$ cat config.mk
export PLATFORM = sky130hd
export DESIGN_NAME = muldiv_unit
export DESIGN_NICKNAME = d
export VERILOG_FILES = /design/src/rtl/muldiv_unit.sv
export SDC_FILE = /design/constraint.sdc
export NUM_CORES = 1
export LEC_CHECK = 0
export CAP_MARGIN = 20
export CELL_PAD_IN_SITES_DETAIL_PLACEMENT = 0
export CELL_PAD_IN_SITES_GLOBAL_PLACEMENT = 1
export CORE_ASPECT_RATIO = 1.4
export CORE_MARGIN = 1
export CORE_UTILIZATION = 38
export CTS_CLUSTER_SIZE = 20
export DETAILED_ROUTE_END_ITERATION = 7
export PLACE_DENSITY_LB_ADDON = 0.1
export SYNTH_ARGS = -nofsm -noshare
export SYNTH_HDL_FRONTEND = slang
export SYNTH_SLANG_ARGS = --single-unit
$ cat constraint.sdc
create_clock -name clk -period 6.3 [get_ports clk]
set_clock_uncertainty 0.15 [all_clocks]
set_input_delay 1.89 -clock clk [delete_from_list [all_inputs] [get_ports clk]]
set_output_delay 1.89 -clock clk [all_outputs]
set_load 0.02 [all_outputs]
$ cat src/rtl/muldiv_unit.sv
// Iterative radix-2 multiply/divide unit that owns the HI/LO pair; one step per cycle, DATA_W steps per op.
// Optional signed handling (op[0]) is enabled by defining MULDIV_SIGNED_EN; the default build is unsigned-only.
module muldiv_unit #(
  parameter int DATA_W = 32
) (
  input  logic              clk,
  input  logic              rst,
  input  logic              start,
  input  logic [1:0]        op,
  input  logic [DATA_W-1:0] A,
  input  logic [DATA_W-1:0] B,
  input  logic              hi_we,
  input  logic              lo_we,
  input  logic [DATA_W-1:0] wdata,
  output logic              busy,
  output logic              done,
  output logic [DATA_W-1:0] hi,
  output logic [DATA_W-1:0] lo
);

  localparam int CW = $clog2(DATA_W);
  localparam logic [CW-1:0] LAST = CW'(DATA_W - 1);

  typedef enum logic [1:0] {S_IDLE, S_RUN, S_DONE} state_t;

  state_t              r_state;
  logic [CW-1:0]       r_cnt;
  logic                r_busy, r_done, r_div;
  logic [DATA_W:0]     r_ph;
  logic [DATA_W-1:0]   r_pl, r_m, r_hi, r_lo;

  logic [DATA_W:0]     w_sum, w_shl, w_nph;
  logic [DATA_W-1:0]   w_npl, w_abs_a, w_abs_b, w_quo, w_rem, w_res_hi, w_res_lo;
  logic [2*DATA_W-1:0] w_prod;
  logic                w_ge;

`ifdef MULDIV_SIGNED_EN
  logic r_neg_q, r_neg_r;
  assign w_abs_a = (op[0] && A[DATA_W-1]) ? -A : A;
  assign w_abs_b = (op[0] && B[DATA_W-1]) ? -B : B;
`else
  logic w_unused_op0;
  assign w_unused_op0 = op[0];
  assign w_abs_a = A;
  assign w_abs_b = B;
`endif

  // r_pl holds the multiplier (mult) or the dividend shifting into the quotient (div).
  always_comb begin
    w_sum = {1'b0, r_ph[DATA_W-1:0]} + (r_pl[0] ? {1'b0, r_m} : '0);
    w_shl = {r_ph[DATA_W-1:0], r_pl[DATA_W-1]};
    w_ge  = (w_shl >= {1'b0, r_m});
    if (r_div) begin
      w_nph = w_ge ? (w_shl - {1'b0, r_m}) : w_shl;
      w_npl = {r_pl[DATA_W-2:0], w_ge};
    end else begin
      w_nph = {1'b0, w_sum[DATA_W:1]};
      w_npl = {w_sum[0], r_pl[DATA_W-1:1]};
    end
    w_prod = {w_nph[DATA_W-1:0], w_npl};
    w_quo  = w_npl;
    w_rem  = w_nph[DATA_W-1:0];
`ifdef MULDIV_SIGNED_EN
    if (r_neg_q) begin
      w_prod = -w_prod;
      w_quo  = -w_quo;
    end
    if (r_neg_r) w_rem = -w_rem;
`endif
    w_res_hi = r_div ? w_rem : w_prod[2*DATA_W-1:DATA_W];
    w_res_lo = r_div ? w_quo : w_prod[DATA_W-1:0];
  end

  always_ff @(posedge clk or posedge rst) begin
    if (rst) begin
      r_state <= S_IDLE;
      r_cnt   <= '0;
      r_busy  <= 1'b0;
      r_done  <= 1'b0;
      r_div   <= 1'b0;
      r_ph    <= '0;
      r_pl    <= '0;
      r_m     <= '0;
      r_hi    <= '0;
      r_lo    <= '0;
`ifdef MULDIV_SIGNED_EN
      r_neg_q <= 1'b0;
      r_neg_r <= 1'b0;
`endif
    end else begin
      case (r_state)
        S_IDLE: begin
          if (hi_we) r_hi <= wdata;
          if (lo_we) r_lo <= wdata;
          if (start) begin
            r_state <= S_RUN;
            r_busy  <= 1'b1;
            r_cnt   <= '0;
            r_div   <= op[1];
            r_ph    <= '0;
            r_pl    <= op[1] ? w_abs_a : w_abs_b;
            r_m     <= op[1] ? w_abs_b : w_abs_a;
`ifdef MULDIV_SIGNED_EN
            r_neg_q <= op[0] & (A[DATA_W-1] ^ B[DATA_W-1]);
            r_neg_r <= op[0] & A[DATA_W-1];
`endif
          end
        end
        S_RUN: begin
          r_ph  <= w_nph;
          r_pl  <= w_npl;
          r_cnt <= r_cnt + 1'b1;
          if (r_cnt == LAST) begin
            r_hi    <= w_res_hi;
            r_lo    <= w_res_lo;
            r_done  <= 1'b1;
            r_state <= S_DONE;
          end
        end
        default: begin
          r_state <= S_IDLE;
          r_busy  <= 1'b0;
          r_done  <= 1'b0;
        end
      endcase
    end
  end

  assign busy = r_busy;
  assign done = r_done;
  assign hi   = r_hi;
  assign lo   = r_lo;

endmodule

# Yosys cells after proc, flatten, opt, wreduce, memory -nomap -nowiden
# Index checks and enable logic that the tools add are counted.
dict set report totals {
  wordCells 56
  input_bits 103
  output_inout_bits 66
  reg_bits 170
}
dict set report classes {
  n_addsub 3
  n_mux 25
  eq_ne 6
  magnitude_cmp 1
  reduce_logical 9
  bitwise 2
}
# operator count
set ops {}
lappend ops {{2-to-1 mux 32 bit} 12}
lappend ops {{case mux 32 bit (2 select lines)} 4}
lappend ops {{adder 32 x 32 -> 33 bit} 1}
lappend ops {{greater-or-equal comparator 33 x 32 -> 1 bit} 1}
lappend ops {{subtractor 32 bit} 1}
lappend ops {{case mux 5 bit (2 select lines)} 1}
lappend ops {{AND reduction 2 bit} 5}
lappend ops {{!= test 2 bit, second input constant} 4}
lappend ops {{AND reduction 3 bit} 2}
lappend ops {{adder 5 x 1 -> 5 bit, second input constant} 1}
lappend ops {{== test 5 bit, second input constant} 1}
lappend ops {{2-to-1 mux 5 bit} 1}
lappend ops {{2-to-1 mux 2 bit} 2}
lappend ops {{case mux 1 bit (2 select lines)} 2}
lappend ops {{case mux 2 bit (2 select lines)} 1}
lappend ops {{== test 2 x 1 -> 1 bit, second input constant} 1}
lappend ops {{zero test 2 bit} 1}
lappend ops {{2-to-1 mux 1 bit} 2}
lappend ops {{inverter 1 bit} 2}
lappend ops {{nonzero test 2 bit} 1}

# Longest topological paths before layout
# Gate-level depths: netlist of run 1.
dict set report logic_depth {
  word_depth 5
  ltp_mapped 13
  ltp_nobuf 13
}

# Worst setup path before layout of run 1
# Ideal clock, no wire load.
dict set report synth_path {
  path_kind {input-to-reg}
  from {input port op[1]}
  to {register r_pl[21]}
  path_stages 6
  t_required_ns 6.016
  path_buffers 2
  arrival_time_ns 3.179
  setup_time_ns 0.134
  slack_ns 2.837
  path_cell_list {clkbuf_1 > buf_1 > mux2i_1 > nand2_1 > o211ai_1 > o21ai_0}
}
dict set report synth_via {
  elab_chain_cells 3
}
# element line
set synth_rtl {}
lappend synth_rtl {{from (decl)} 9} ;# input logic [1:0] op,
lappend synth_rtl {{2-to-1 mux 32 bit} 101} ;# r_pl <= op[1] ? w_abs_a : w_abs_b;
lappend synth_rtl {{2-to-1 mux 32 bit} 95} ;# if (start) begin
lappend synth_rtl {{case mux 32 bit (2 select lines)} 91} ;# case (r_state)
lappend synth_rtl {{to (signal assigned)} 101}
lappend synth_rtl {{to (signal assigned)} 111} ;# r_pl <= w_npl;
lappend synth_rtl {{to (decl)} 30} ;# logic [DATA_W-1:0] r_pl, r_m, r_hi, r_lo;
# Every way passes these cells. The select of a mux whose other input is x is not followed.
# A chain may end at the register's enable or synchronous reset.

# Final worst setup path of run 1
dict set report layout_path {
  from {register r_ph[0]}
  to {register r_hi[7] (netlist: hi[7])}
}
dict set report layout_via {
  elab_chain_cells 5
  elab_cells_between_ends 7
  classes_between {add/sub: 2; order compare: 1; mux: 4}
}
# element line
set layout_rtl {}
lappend layout_rtl {{from (decl)} 29} ;# logic [DATA_W:0] r_ph;
lappend layout_rtl {{from (signal assigned)} 110} ;# r_ph <= w_nph;
lappend layout_rtl {{subtractor 32 bit / greater-or-equal comparator 33 x 32 -> 1 bit (equally long branches)} {54, 52}}
lappend layout_rtl {{2-to-1 mux 32 bit} 54} ;# w_nph = w_ge ? (w_shl - {1'b0, r_m}) : w_shl;
lappend layout_rtl {{2-to-1 mux 32 bit (*)} 53} ;# if (r_div) begin
lappend layout_rtl {{2-to-1 mux 32 bit (*)} 113} ;# if (r_cnt == LAST) begin
lappend layout_rtl {{case mux 32 bit (2 select lines) (*)} 91}
lappend layout_rtl {{to (signal assigned)} 93} ;# if (hi_we) r_hi <= wdata;
lappend layout_rtl {{to (signal assigned)} 114} ;# r_hi <= w_res_hi;
lappend layout_rtl {{to (decl)} 30}
# Every way passes the cells marked *; elsewhere a longest branch is shown, timed or not. The select of a mux whose other input is x is not followed.

==> reports/qor.log, run 1 <==
[global_route] overflow left after global routing 0
[floorplanning] initial core utilization 38.53%
[setup_path] arrival time at the worst endpoint 4.49 ns
[detailed_routing] vias post-DR 11,501
[global_route] largest net degree at the start of global routing 94
[synthesis] commonest register cell after synthesis dfrtp_1
[finish] multi-input gate area in the final layout 0.007654 mm²
[synthesis] Post-synth EDFFs 0
[timing] RSZ-0062 raised after global routing false
[global_route] global-route wire length before repair 65,780 µm
[detailed_routing] residual antenna-violating net count after detailed routing 0
[clocking] buffers from clock root to sink, at most 2
[timing] measured slew at the worst slew-check pin 1.084 ns
[timing] pins over their slew limit 0
[floorplanning] x dimension of the die 155.0 µm
[power] power per unit of standard cell area 661.9 mW/mm²
[timing] crit share post-route 68.94%
[synthesis] Yosys warning total 0
[timing] Setup-failing EPs final 0
[setup_path] register-to-register setup slack 1.96 ns
[detailed_routing] starting DRC count in detailed routing 735
[timing] accumulated negative setup slack 0 ns
[floorplanning] count of pins on the block boundary 169
[setup_path] data required time of the worst path 6.45 ns
[synthesis] area of the mapped netlist 0.01245 mm²
[finish] Register Area 0.004255 mm²
[timing] Final Critical Period 4.343 ns
[placement] IO buf count 167
[status] run status completed
[setup_path] worst-path maximum fanout 23
[clocking] number of buffers inserted for hold repair after clock tree synthesis 0
[power] peak supply drop 248.6 µV
[clocking] Clock Latency Late Sink 0.45 ns
[detailed_routing] detailed-router iteration count before antenna repair 5
[setup_path] critical path endpoint category register
[detailed_routing] routed wirelength normalized by instance count 20.85 µm
[floorplanning] chip height 216.1 µm
[clocking] TritonCTS clock tree yes
[synthesis] fraction of registers with async set/reset 100.0%
[timing] maximum clock frequency 230.2 MHz
[setup_path] Setup crit start kind register
[synthesis] Seq cells post-synth 170
[finish] total of fill cells in the finished design 3,257
[floorplanning] Die Area 0.03349 mm²
[hold_path] worst hold path type reg2reg
[placement] final estimated routing congestion in global placement 0.9100
[power] leakage component of the power 0.006875 µW
[timing] worst-case setup margin in the final layout 1.957 ns
[setup_path] critical-path cell list ha_1, and2b_1, o2111a_1, o211a_1, and4b_4, o31a_4, o21ai_4, buf_4, mux2_2, a21oi_1, a221oi_1
[global_route] Tot GR Track Use 25.97%
[setup_path] Critical Path Max Stage Delay 0.69 ns
[floorplanning] placeable core region 0.03230 mm²
[global_route] via count of the first global-routing pass 11,268
[detailed_routing] detailed-route wire length 42,890 µm
[floorplanning] row count 78
[placement] DPL Wire Length 32,500 µm
[clocking] Post CTS Setup Buffer Count 0
[clocking] Worst-path clk slew 0.07 ns
[timing] Final Hold Vio Count 0
[synthesis] Mapped Nets 1,660
[detailed_routing] post-detailed-route DRC marker count 0
[timing] tightest slew margin relative to the limit 27.71%
[placement] Post-Place Cells 2,024
[clocking] number of clock buffers inserted by TritonCTS 17
[finish] fraction of layout cells with a size suffix above 1 6.555%
[finish] net count reported at finish 1,775
[synthesis] Synth Instances 1,489
[job] max-capacitance violation count 0
[clocking] Clk Tree Root Cell clkbuf_16
[finish] count of antenna diodes in the layout 0
[global_route] antenna violations before repair 0
[clocking] number of gates resized after CTS 0
[synthesis] fraction of the yosys area taken by sequential cells 34.18%
[placement] Setup Slack @ Placement 1.760 ns
[synthesis] Yosys cell types 76
[clocking] Sinks on Clock Net 170
[setup_path] slowest library cell on the worst path o21ai_4
[finish] area overhead of the layout relative to synthesis 21.52%
[finish] Finished Layout Cells 2,057
[detailed_routing] vias per cell 5.591
[synthesis] synthesized area per cell 8.359 µm²
[setup_path] critical path start-end classification reg2reg
[clocking] H-Tree Level Count 4
-- routing by layer --
metal	part of all wire [%]	vias up	track usage (%)
li1	-	5593	-
met1	47	5579	35.22
met2	47	278	42.36
met3	4.4	51	3.739
met4	2.1	0	8.350
met5	0	-	0
-- logic make-up after synthesis --
family	synth area share, %
muxes	9.318
buffers and inverters	4.634
xor gates and xnor gates	3.166
AOI/OAI and AO/OA	24.21
and+or+nand+nor	17.54
adders and majority gates	6.956
DFF	34.18
-- through the flow --
step	utilization (%)	power [µW]	cell area [µm²]	hold WS, ns
after floorplan	-	6609	12450	0.3132
after CTS	46.74	9991	15100	0.3308
final	46.82	10010	15130	0.3298
after global placement	44.78	8754	14460	0.3089
after global routing	46.82	10780	15130	0.3474
after detailed placement	44.78	8767	14460	0.3143
-- critical path: cells and delay by family, from the launching register on --
family / cells / cell delay [ns]
and+or+nand+nor: 2 / 0.42
muxes: 1 / 0.35
buffers and inverters: 1 / 0.32
DFF: 1 / 0.46
adders and majority gates: 1 / 0.36
AOI/OAI and AO/OA: 6 / 2.12
-- layout make-up --
cell class / count / share of cell area [%]
clock inverter: 13 / 1.266
multi-input combinational: 1175 / 50.60
timing repair buffer: 181 / 11.94
sequential: 170 / 28.13
clock buffer: 19 / 2.928
inverter: 59 / 1.489
tap: 440 / 3.640
-- worst paths after layout --
check,cells after the start,from,to
worst max-delay path,11,r_ph[0],hi[7]
worst min-delay path,1,lo[1],lo[1]
worst max register to register,11,r_ph[0],hi[7]
worst min register to register,1,lo[1],lo[1]
max in group asynchronous,3,rst,r_pl[10]
min in group asynchronous,2,rst,lo[25]
-- report_power, final --
part	internal, µW	switching [µW]
Sequential	1620	494
Combinational	2640	4100
Clock	679	476
-- layout by cell type, fill, tap and decap left out, types with 4 or more instances in the layout --
cell             synthesis  final
a211oi_1                19     19
a21o_1                  61     60
a21oi_1                116    115
a221oi_1                 6      6
a22o_1                   6      6
a311o_1                  6      6
a31oi_1                 27     27
and2_1                  40     40
and3_1                  12     12
buf_4                    0     13
bufinv_16                0      4
clkbuf_16                0     17
clkdlybuf4s50_1          0    166
clkinvlp_4               0      4
dfrtp_1                170    169
ha_1                    66     66
inv_1                   58     57
mux2_2                  31     31
mux2i_1                 81     81
nand2_1                210    209
nand2b_1                10      9
nand3_1                 25     25
nand4_1                 14     14
nor2_1                 109    108
nor2b_1                  6      5
nor3_1                  26     26
nor4_1                   6      6
o2111ai_1                5      5
o211ai_1                19     19
o21a_1                  12     12
o21ai_0                122    122
o21ai_1                  4      4
o21bai_1                12     12
o41ai_1                  5      5
or2_2                    4      4
or3_1                   10     10
xnor2_1                 26     26
xor2_1                  19     19
-- synth_stat cells, types with 4 or more instances --
cell	count	area (µm²)
o21ai_1	4	20.02
o21ai_0	122	610.6
o21bai_1	12	90.09
a31oi_1	27	168.9
buf_2	5	25.02
o211ai_1	19	142.6
o21a_1	12	90.09
dfrtp_1	170	4254
a21o_1	61	457.9
nor3_1	26	130.1
buf_1	16	60.06
inv_1	58	217.7
o2111ai_1	5	43.79
and3_1	12	75.07
buf_6	4	45.04
ha_1	66	825.8
nor2_1	109	409.1
or3_1	10	62.56
nor2b_1	6	37.54
clkbuf_1	60	225.2
mux2i_1	81	810.8
nand3_1	25	125.1
xor2_1	19	166.4
or2_2	4	25.02
nand4_1	14	87.58
a221oi_1	6	52.55
o41ai_1	5	43.79
nor4_1	6	37.54
a21oi_1	116	580.6
xnor2_1	26	227.7
nand2_1	210	788.3
nand2b_1	10	62.56
mux2_2	31	349.1
a311o_1	6	60.06
a211oi_1	19	142.6
and2_1	40	250.2
a22o_1	6	52.55
-- registers in the layout, indices dropped and copies added (netlist names) --
name,count
r_pl,32
done,1
r_ph,32
r_cnt,5
lo,32
r_div,1
r_state,2
r_m,32
hi,32
busy,1
(Power assumes the default switching activity.)
==> run 2, diff against run 1 <==
Clock period 6.3 ns to 3.6 ns, I/O delays scaled along.
==> reports/qor.log, run 2 (synthesis gave the netlist of run 1 again) <==
[clocking] Worst-path clk slew 0.07 ns [about the same]
[timing] crit share post-route 97.94% [was 68.94%]
[floorplanning] placeable core region 0.03230 mm² [unchanged]
[timing] worst-case setup margin in the final layout 0.07423 ns [was 1.957 ns]
[detailed_routing] post-detailed-route DRC marker count 0 [unchanged]
[detailed_routing] detailed-route wire length 44,470 µm [was 42,890 µm]
[clocking] Clk Tree Root Cell clkbuf_16 [unchanged]
[setup_path] worst setup path start r_ph[3] [was r_ph[0]]
[clocking] Sinks on Clock Net 170 [unchanged]
[timing] tightest slew margin relative to the limit 28.62% [was 27.71%]
[hold_path] worst hold stages 1 [unchanged]
[clocking] number of clock buffers inserted by TritonCTS 17 [unchanged]
[status] run status completed [unchanged]
[floorplanning] chip height 216.1 µm [unchanged]
[setup_path] register-to-register setup slack 0.07 ns [was 1.96 ns]
[power] peak supply drop 568.3 µV [was 248.6 µV]
[job] max-capacitance violation count 0 [unchanged]
[setup_path] worst-path maximum fanout 10 [was 23]
[detailed_routing] vias per cell 5.499 [was 5.591]
[setup_path] Setup crit start kind register [unchanged]
[power] power per unit of standard cell area 1181 mW/mm² [was 661.9 mW/mm²]
[timing] Final Hold Vio Count 0 [unchanged]
[finish] area overhead of the layout relative to synthesis 29.70% [was 21.52%]
[detailed_routing] residual antenna-violating net count after detailed routing 0 [unchanged]
[hold_path] worst hold path type reg2reg [unchanged]
[setup_path] launch instance of the worst register-to-register path r_ph[3] [was r_ph[0]]
[finish] most common library cell in the layout ignoring fill and taps nand2_1 [unchanged]
[global_route] largest net degree at the start of global routing 67 [was 94]
[timing] pins over their slew limit 0 [unchanged]
[global_route] Tot GR Track Use 26.93% [was 25.97%]
[clocking] H-Tree Level Count 4 [unchanged]
[detailed_routing] vias post-DR 11,877 [was 11,501]
[finish] total of fill cells in the finished design 3,169 [was 3,257]
[timing] Final Critical Period 3.526 ns [was 4.343 ns]
[power] leakage component of the power 0.007416 µW [was 0.006875 µW]
[floorplanning] x dimension of the die 155.0 µm [unchanged]
[placement] Cell Area, Placed 0.01534 mm² [was 0.01446 mm²]
[global_route] overflow left after global routing 0 [unchanged]
[timing] Setup-failing EPs final 0 [unchanged]
[placement] Setup Slack @ Placement -0.09875 ns [was 1.760 ns]
[hold_path] min-delay src lo[27] [was lo[1]]
[setup_path] data required time of the worst path 3.74 ns [was 6.45 ns]
[power] total power 19,060 µW [was 10,010 µW]
[setup_path] critical path start-end classification reg2reg [unchanged]
[hold_path] Hold Path End lo[27] [was lo[1]]
[clocking] TritonCTS clock tree yes [unchanged]
[floorplanning] Die Area 0.03349 mm² [unchanged]
[finish] net count reported at finish 1,878 [was 1,775]
[floorplanning] count of pins on the block boundary 169 [unchanged]
[finish] post-route design area 0.01614 mm² [was 0.01513 mm²]
[floorplanning] initial core utilization 38.53% [unchanged]
[clocking] Clock Latency Late Sink 0.44 ns [was 0.45 ns]
[detailed_routing] starting DRC count in detailed routing 770 [was 735]
[placement] final estimated routing congestion in global placement 0.9467 [was 0.9100]
[setup_path] reg-to-reg endpoint hi[28] [was hi[7]]
[floorplanning] row count 78 [unchanged]
[placement] IO buf count 167 [unchanged]
[clocking] buffers from clock root to sink, at most 2 [unchanged]
[global_route] antenna violations before repair 2 [was 0]
[setup_path] arrival time at the worst endpoint 3.67 ns [was 4.49 ns]
[timing] measured slew at the worst slew-check pin 1.067 ns [was 1.084 ns]
[finish] fraction of layout cells with a size suffix above 1 13.67% [was 6.555%]
[timing] maximum clock frequency 283.6 MHz [was 230.2 MHz]
[finish] leading cell types in the layout, fill and taps excluded nand2_1 (209), dfrtp_1 (168), clkdlybuf4s50_1 (166) [was nand2_1 (209), dfrtp_1 (169), clkdlybuf4s50_1 (166)]
[setup_path] cells on worst reg2reg path 10 [was 11]
[global_route] via count of the first global-routing pass 11,742 [was 11,268]
[setup_path] critical path endpoint category register [unchanged]
[placement] DPL Wire Length 34,650 µm [was 32,500 µm]
[timing] accumulated negative setup slack 0 ns [unchanged]
[detailed_routing] routed wirelength normalized by instance count 20.59 µm [was 20.85 µm]
[global_route] global-route wire length before repair 68,500 µm [was 65,780 µm]
[clocking] number of buffers inserted for hold repair after clock tree synthesis 0 [unchanged]
[detailed_routing] detailed-router iteration count before antenna repair 5 [unchanged]
[run 2: cell count changes in the layout (fill, tap and decap cells not counted), sizes merged]
cell      before  now
buf           15  118
clkinvlp       4    5
clkbuf        19   18
diode          0    1
bufinv         4    3
[run 2: cell type report]
| cell class | count | area [µm²] | area share [%] |
|---|---|---|---|
| Antenna cell | 1 | 2.502 | 0.01550 |
| Inverter | 59 | 225.2 | 1.395 |
| Sequential cell | 170 | 4257 | 26.37 |
| Timing Repair Buffer | 284 | 2676 | 16.58 |
| Clock inverter | 13 | 168.9 | 1.046 |
| Tap cell | 440 | 550.5 | 3.410 |
| Multi-Input combinational cell | 1175 | 7835 | 48.53 |
| Clock buffer | 18 | 429.2 | 2.658 |
[run 2: how the worst max path moves through the flow]
stage / end / depth (start not counted) / slack [ns]
2_1_floorplan: busy / 1 / 0.20
3_3_place_gp: hi[9] / 13 / -0.06
3_5_place_dp: hi[9] / 13 / -0.1
4_1_cts: hi[25] / 15 / 0.03
5_1_grt: hi[13] / 13 / -0.004
6_report: hi[28] / 10 / 0.07
[run 2: worst max-delay path, cell delays in order (launching register included)]
cell and delay (ns):
dfrtp_1 0.44, ha_1 0.49, o2111a_1 0.28, o211a_1 0.19
and4b_4 0.23, o31a_4 0.39, o21ai_4 0.18, buf_6 0.18
mux2_2 0.34, o211ai_1 0.36, a31oi_1 0.15
[run 2: metal layers]
| metal | share of wire [%] | track usage, % | wire length [µm] | vias up |
|---|---|---|---|---|
| met5 | 0.029 | 0 | 13 | - |
| met4 | 2.3 | 8.647 | 1027 | 2 |
| met3 | 4.7 | 3.719 | 2112 | 46 |
| met2 | 47 | 43.36 | 20970 | 314 |
| met1 | 46 | 37.09 | 20350 | 5730 |
| li1 | - | - | - | 5785 |
[run 2: timing repair]
action,4_1_cts,5_1_grt
buffers inserted,0,2
endpoints found under the setup margin,6,37
gates resized for setup,5,33
pin swaps,0,4
[run 2: through the flow]
step	utilization (%)	std cells	hold WS [ns]
after global placement	47.48	2126	0.3103
final	49.98	2160	0.3242
after floorplan	-	1489	0.3132
after CTS	49.42	2157	0.3298
after global routing	49.98	2160	0.3348
after detailed placement	47.48	2126	0.3143
[run 2: power by group]
| group | switching, µW | internal (µW) | leakage [µW] | total (µW) |
|---|---|---|---|---|
| Combinational | 7700 | 5780 | 0.00505 | 13500 |
| Clock | 817 | 1090 | 0.000279 | 1910 |
| Sequential | 841 | 2830 | 0.00209 | 3670 |
| Total | 9360 | 9700 | 0.00742 | 19100 |
==> RTL change 1, RTL diff (settings of run 2) <==
Put one more register stage on the output `lo`, cleared by the reset. The value now appears one clock later. The other outputs are not delayed to match.
--- a/src/rtl/muldiv_unit.sv
+++ b/src/rtl/muldiv_unit.sv
@@ -129,7 +129,13 @@
   assign busy = r_busy;
   assign done = r_done;
   assign hi   = r_hi;
-  assign lo   = r_lo;
+  always_ff @(posedge clk or posedge rst) begin
+    if (rst) begin
+      lo <= '0;
+    end else begin
+      lo <= r_lo;
+    end
+  end
 
 endmodule
 
Formal check against the unedited RTL: not equivalent (Yosys sat finds a counterexample within 4 cycles, from zero or initial values and one cycle with rst high).
==> RTL change 1 against run 2 <==
Design area rose by 6.4%; sequential cell count increased by 32; routed wire length increased by 5.9%; hold slack got worse by 0.10 ns; global-route usage decreased by 0.61 points; synthesized area rose by 7.2%; first-iteration DRC count grew 2.2%; utilization is essentially flat; power rose by 6.9%; worst setup slack better by 0.059 ns; non-clock buffer count grew 13; critical path type unchanged.
==> RTL change 1: results (changes against run 2) <==
The largest fanout on the critical path is 14 (+4). The switching part of the total power came out at 48.0% (-1.1 points). The global routing usage on met3 is 4.26% (+0.54 points).

The level count of the clock H-tree came to 1 (-3). The flow ran to the end, and the final reports show no timing, DRC or antenna violations. The post-synthesis share of cell area spent on full adders, half adders and majority gates came out at 6.49% (-0.46 points). The number of buffers inserted during clock tree synthesis is 22 (+5).

The buffering overhead came to 16.2% (-0.37 points). The highest clock frequency the design can meet is 288 MHz (+1.7%). The clock-cell share of area is 4.44% (+0.73 points). The HPWL after detailed placement came out at 36500 um (+5.4%). The total number of multi-input combinational cells was 1181 (+0.51%). The share of power burned in combinational logic came to 67.7% (-3.0 points).

The deepest clock path buffer count is 3 (+1). The post-placement worst setup slack is 0.00924 ns (+0.108 ns). The placed instance area came out at 0.0163 mm2 (+6.6%). The global-route track usage on met2 came out at 44.0% (+0.66 points). The register fraction of the total cell area came to 29.4% (+3.1 points). The delay of the slowest cell on the worst path came to 0.38 ns (-0.11 ns). The startpoint identified for the worst hold timing path is r_lo[28]$_DFFE_PP0P_. The power drawn by the sequential cells came out at 4.21 mW (+15%). The number of register bits inferred by synthesis came out at 202 (+19%). The xor/xnor share of the synthesized area came out at 3.02% (-0.15 points). The master of the slowest instance on the critical path is sky130_fd_sc_hd__dfrtp_1. The met3 wire length came out at 2520 um (+19%).

The area used by multi-input combinational logic came to 0.00782 mm2 (-0.16%). The weighted congestion reported at the end of routability-driven placement is 0.925 (-2.2%). The final wirelength was 47100 um (+5.9%).

The register area share after synthesis came out at 37.9% (+3.7 points).
## RTL change 1: cell types whose count changed after synthesis, moves of 5 or more
| cell | change |
|---|---|
| sky130_fd_sc_hd__buf_1 | -7 |
| sky130_fd_sc_hd__o21ai_0 | +5 |
| sky130_fd_sc_hd__o211ai_1 | -6 |
| sky130_fd_sc_hd__o21a_1 | -5 |
| sky130_fd_sc_hd__inv_1 | -11 |
| sky130_fd_sc_hd__dfrtp_1 | +32 |
| sky130_fd_sc_hd__a211oi_1 | -5 |
| sky130_fd_sc_hd__a21o_1 | -6 |
| sky130_fd_sc_hd__a221o_1 | +8 |
| sky130_fd_sc_hd__nor3_1 | -16 |
| sky130_fd_sc_hd__nand2_1 | +17 |
| sky130_fd_sc_hd__o21bai_1 | -6 |
| sky130_fd_sc_hd__a21oi_1 | +15 |
==> RTL change 2, RTL diff (config.mk and constraints of run 2) <==
Made on the original files. Change the parameter `DATA_W` from 32 to 64.
--- a/src/rtl/muldiv_unit.sv
+++ b/src/rtl/muldiv_unit.sv
@@ -1,7 +1,7 @@
 // Iterative radix-2 multiply/divide unit that owns the HI/LO pair; one step per cycle, DATA_W steps per op.
 // Optional signed handling (op[0]) is enabled by defining MULDIV_SIGNED_EN; the default build is unsigned-only.
 module muldiv_unit #(
-  parameter int DATA_W = 32
+  parameter int DATA_W = 64
 ) (
   input  logic              clk,
   input  logic              rst,
Ports: changed (5 resized); port bits go from 169 to 329. The function was not compared with the original's and may differ.
==> RTL change 2 against run 2 <==
Sequential cell count up 161; synthesized area rose by 99%; clock power is 120% higher; fmax decreased by 12%; synthesized cell count increased by 100%; via count grew 130%; critical path depth up 8; the run now ends with setup timing left; utilization up 8.5 points; routed wire length increased to 2.5 times the old value; hold slack improved by 0.015 ns; power rose by 140%; critical path type unchanged; worst setup slack lost 0.50 ns; design area grew 130%.
==> RTL change 2: results (changes against run 2) <==
The number of global-route vias before repair is 27500 (+130%). The final reports fail on setup timing. The cell count after synthesis came to 3034 (+100%). The final antenna diode count is 3 (+2). The number of signal-net buffers in the layout came to 1022 (+260%).

The deepest clock path buffer count was 3 (+1). The share of final-layout standard cells stronger than drive strength 1 came out at 28.2% (+15 points). The slack of the critical path is -0.425 ns (-0.499 ns). The largest net degree at the start of global routing is 119 (+78%). The number of buffers inserted during clock tree synthesis is 39 (+22). The count of non-filler cells in the finished layout was 4776 (+120%). The sequential cell count is 331 (+95%). The post-synthesis net count is 3364 (+100%).

The launch point of the worst reg-to-reg path is r_pl[0]$_DFFE_PP0P_. The number of non-clock inverters in the layout came out at 104 (+76%). The register fraction of the total cell area is 22.0% (-4.4 points). The total leakage power came out at 17.4 nW (+130%).

The placed instance area came out at 0.0333 mm2 (+120%). The global-route wire length before repair came to 169000 um (+150%). The initial antenna violation count is 3 (+1). The final worst hold slack is 0.340 ns (+0.0153 ns).

The largest fanout on the critical path is 25 (+15). The chip width is 218 um (+41%). The level count of the clock H-tree came out at 2 (-2). The setup violation total in the final timing report is 119 (+119).

The final wirelength was 112000 um (+150%). The post-placement worst setup slack was -0.880 ns (-0.782 ns). The later-pin clock latency in the skew report is 0.59 ns (+0.15 ns). The headroom to the max-slew limit came to 41.0% (+12 points). The number of instances in the placed design is 4622 (+120%). By count the netlist is led by sky130_fd_sc_hd__nand2_1, sky130_fd_sc_hd__o21ai_0, sky130_fd_sc_hd__dfrtp_1, sky130_fd_sc_hd__a21oi_1, sky130_fd_sc_hd__mux2i_1.

The startpoint identified for the worst hold timing path is lo[63]$_DFFE_PP0P_. The global-route total usage across every layer is 33.6% (+6.7 points). The post-CTS setup-driven buffer insertion count is 65 (+65). On the critical path, the stage with the largest delay is an instance of sky130_fd_sc_hd__dfrtp_2. The buffering overhead came out at 24.5% (+7.9 points).

The flow ran to the end, but the final reports show violations. The final cell utilization of the core was 58.5% (+8.5 points). The number of unique standard cell types used by synthesis came to 74 (-2.6%). In this run the critical register-to-register path is captured at hi[63]$_DFFE_PP0P_. The total number of multi-input combinational cells was 2406 (+100%). The clock-cell share of area came to 3.51% (-0.20 points). The HPWL after detailed placement was 86600 um (+150%). The delay of the slowest cell on the worst path came to 0.44 ns (-0.05 ns).

Yosys attributes the largest share of cell area to sky130_fd_sc_hd__dfrtp_1, sky130_fd_sc_hd__mux2i_1, sky130_fd_sc_hd__o21ai_0. The total vias in the final route is 26800 (+130%). The number of buffers inserted by port buffering is 327 (+96%). The transition time of the tightest slew-check pin is 0.860 ns (-0.207 ns). The weighted congestion reported at the end of routability-driven placement is 0.964 (+1.8%). The number of cells traversed by the worst register-to-register path is 18 (+8).

The multi-input logic portion of the cell area is 46.1% (-2.4 points).
## RTL change 2: cells by family (layout without fill, tap and decap cells)
group | Yosys count | in the layout | share of synthesized area (%)
buffers and inverters | 297 | 1196 | 4.63
muxes | 245 | 245 | 10.0
xor gates and xnor gates | 104 | 104 | 3.67
other | 0 | 3 | 0
adders and majority gates | 131 | 131 | 6.67
and+or+nand+nor | 919 | 919 | 16.8
DFF | 331 | 331 | 33.4
AOI/OAI and AO/OA | 1007 | 1007 | 24.8
## RTL change 2: power groups by stage
stage	registers, mW	logic [mW]	clock network [mW]
2_1_floorplan	7.43	14.4	0
3_3_place_gp	7.08	28.4	0
3_5_place_dp	7.10	28.6	0
4_1_cts	7.14	33.1	4.30
5_1_grt	7.37	37.6	4.42
6_report	7.19	35.1	4.21
## RTL change 2: routing by layer
layer	share of wire [%]	vias up	track usage, %	wire length [um]
met2	49	811	57.3	55200
met4	4.4	0	14.2	4900
met1	41	13200	41.8	46500
li1	-	12700	-	-
met5	0	-	0	0
met3	5.1	188	5.14	5760
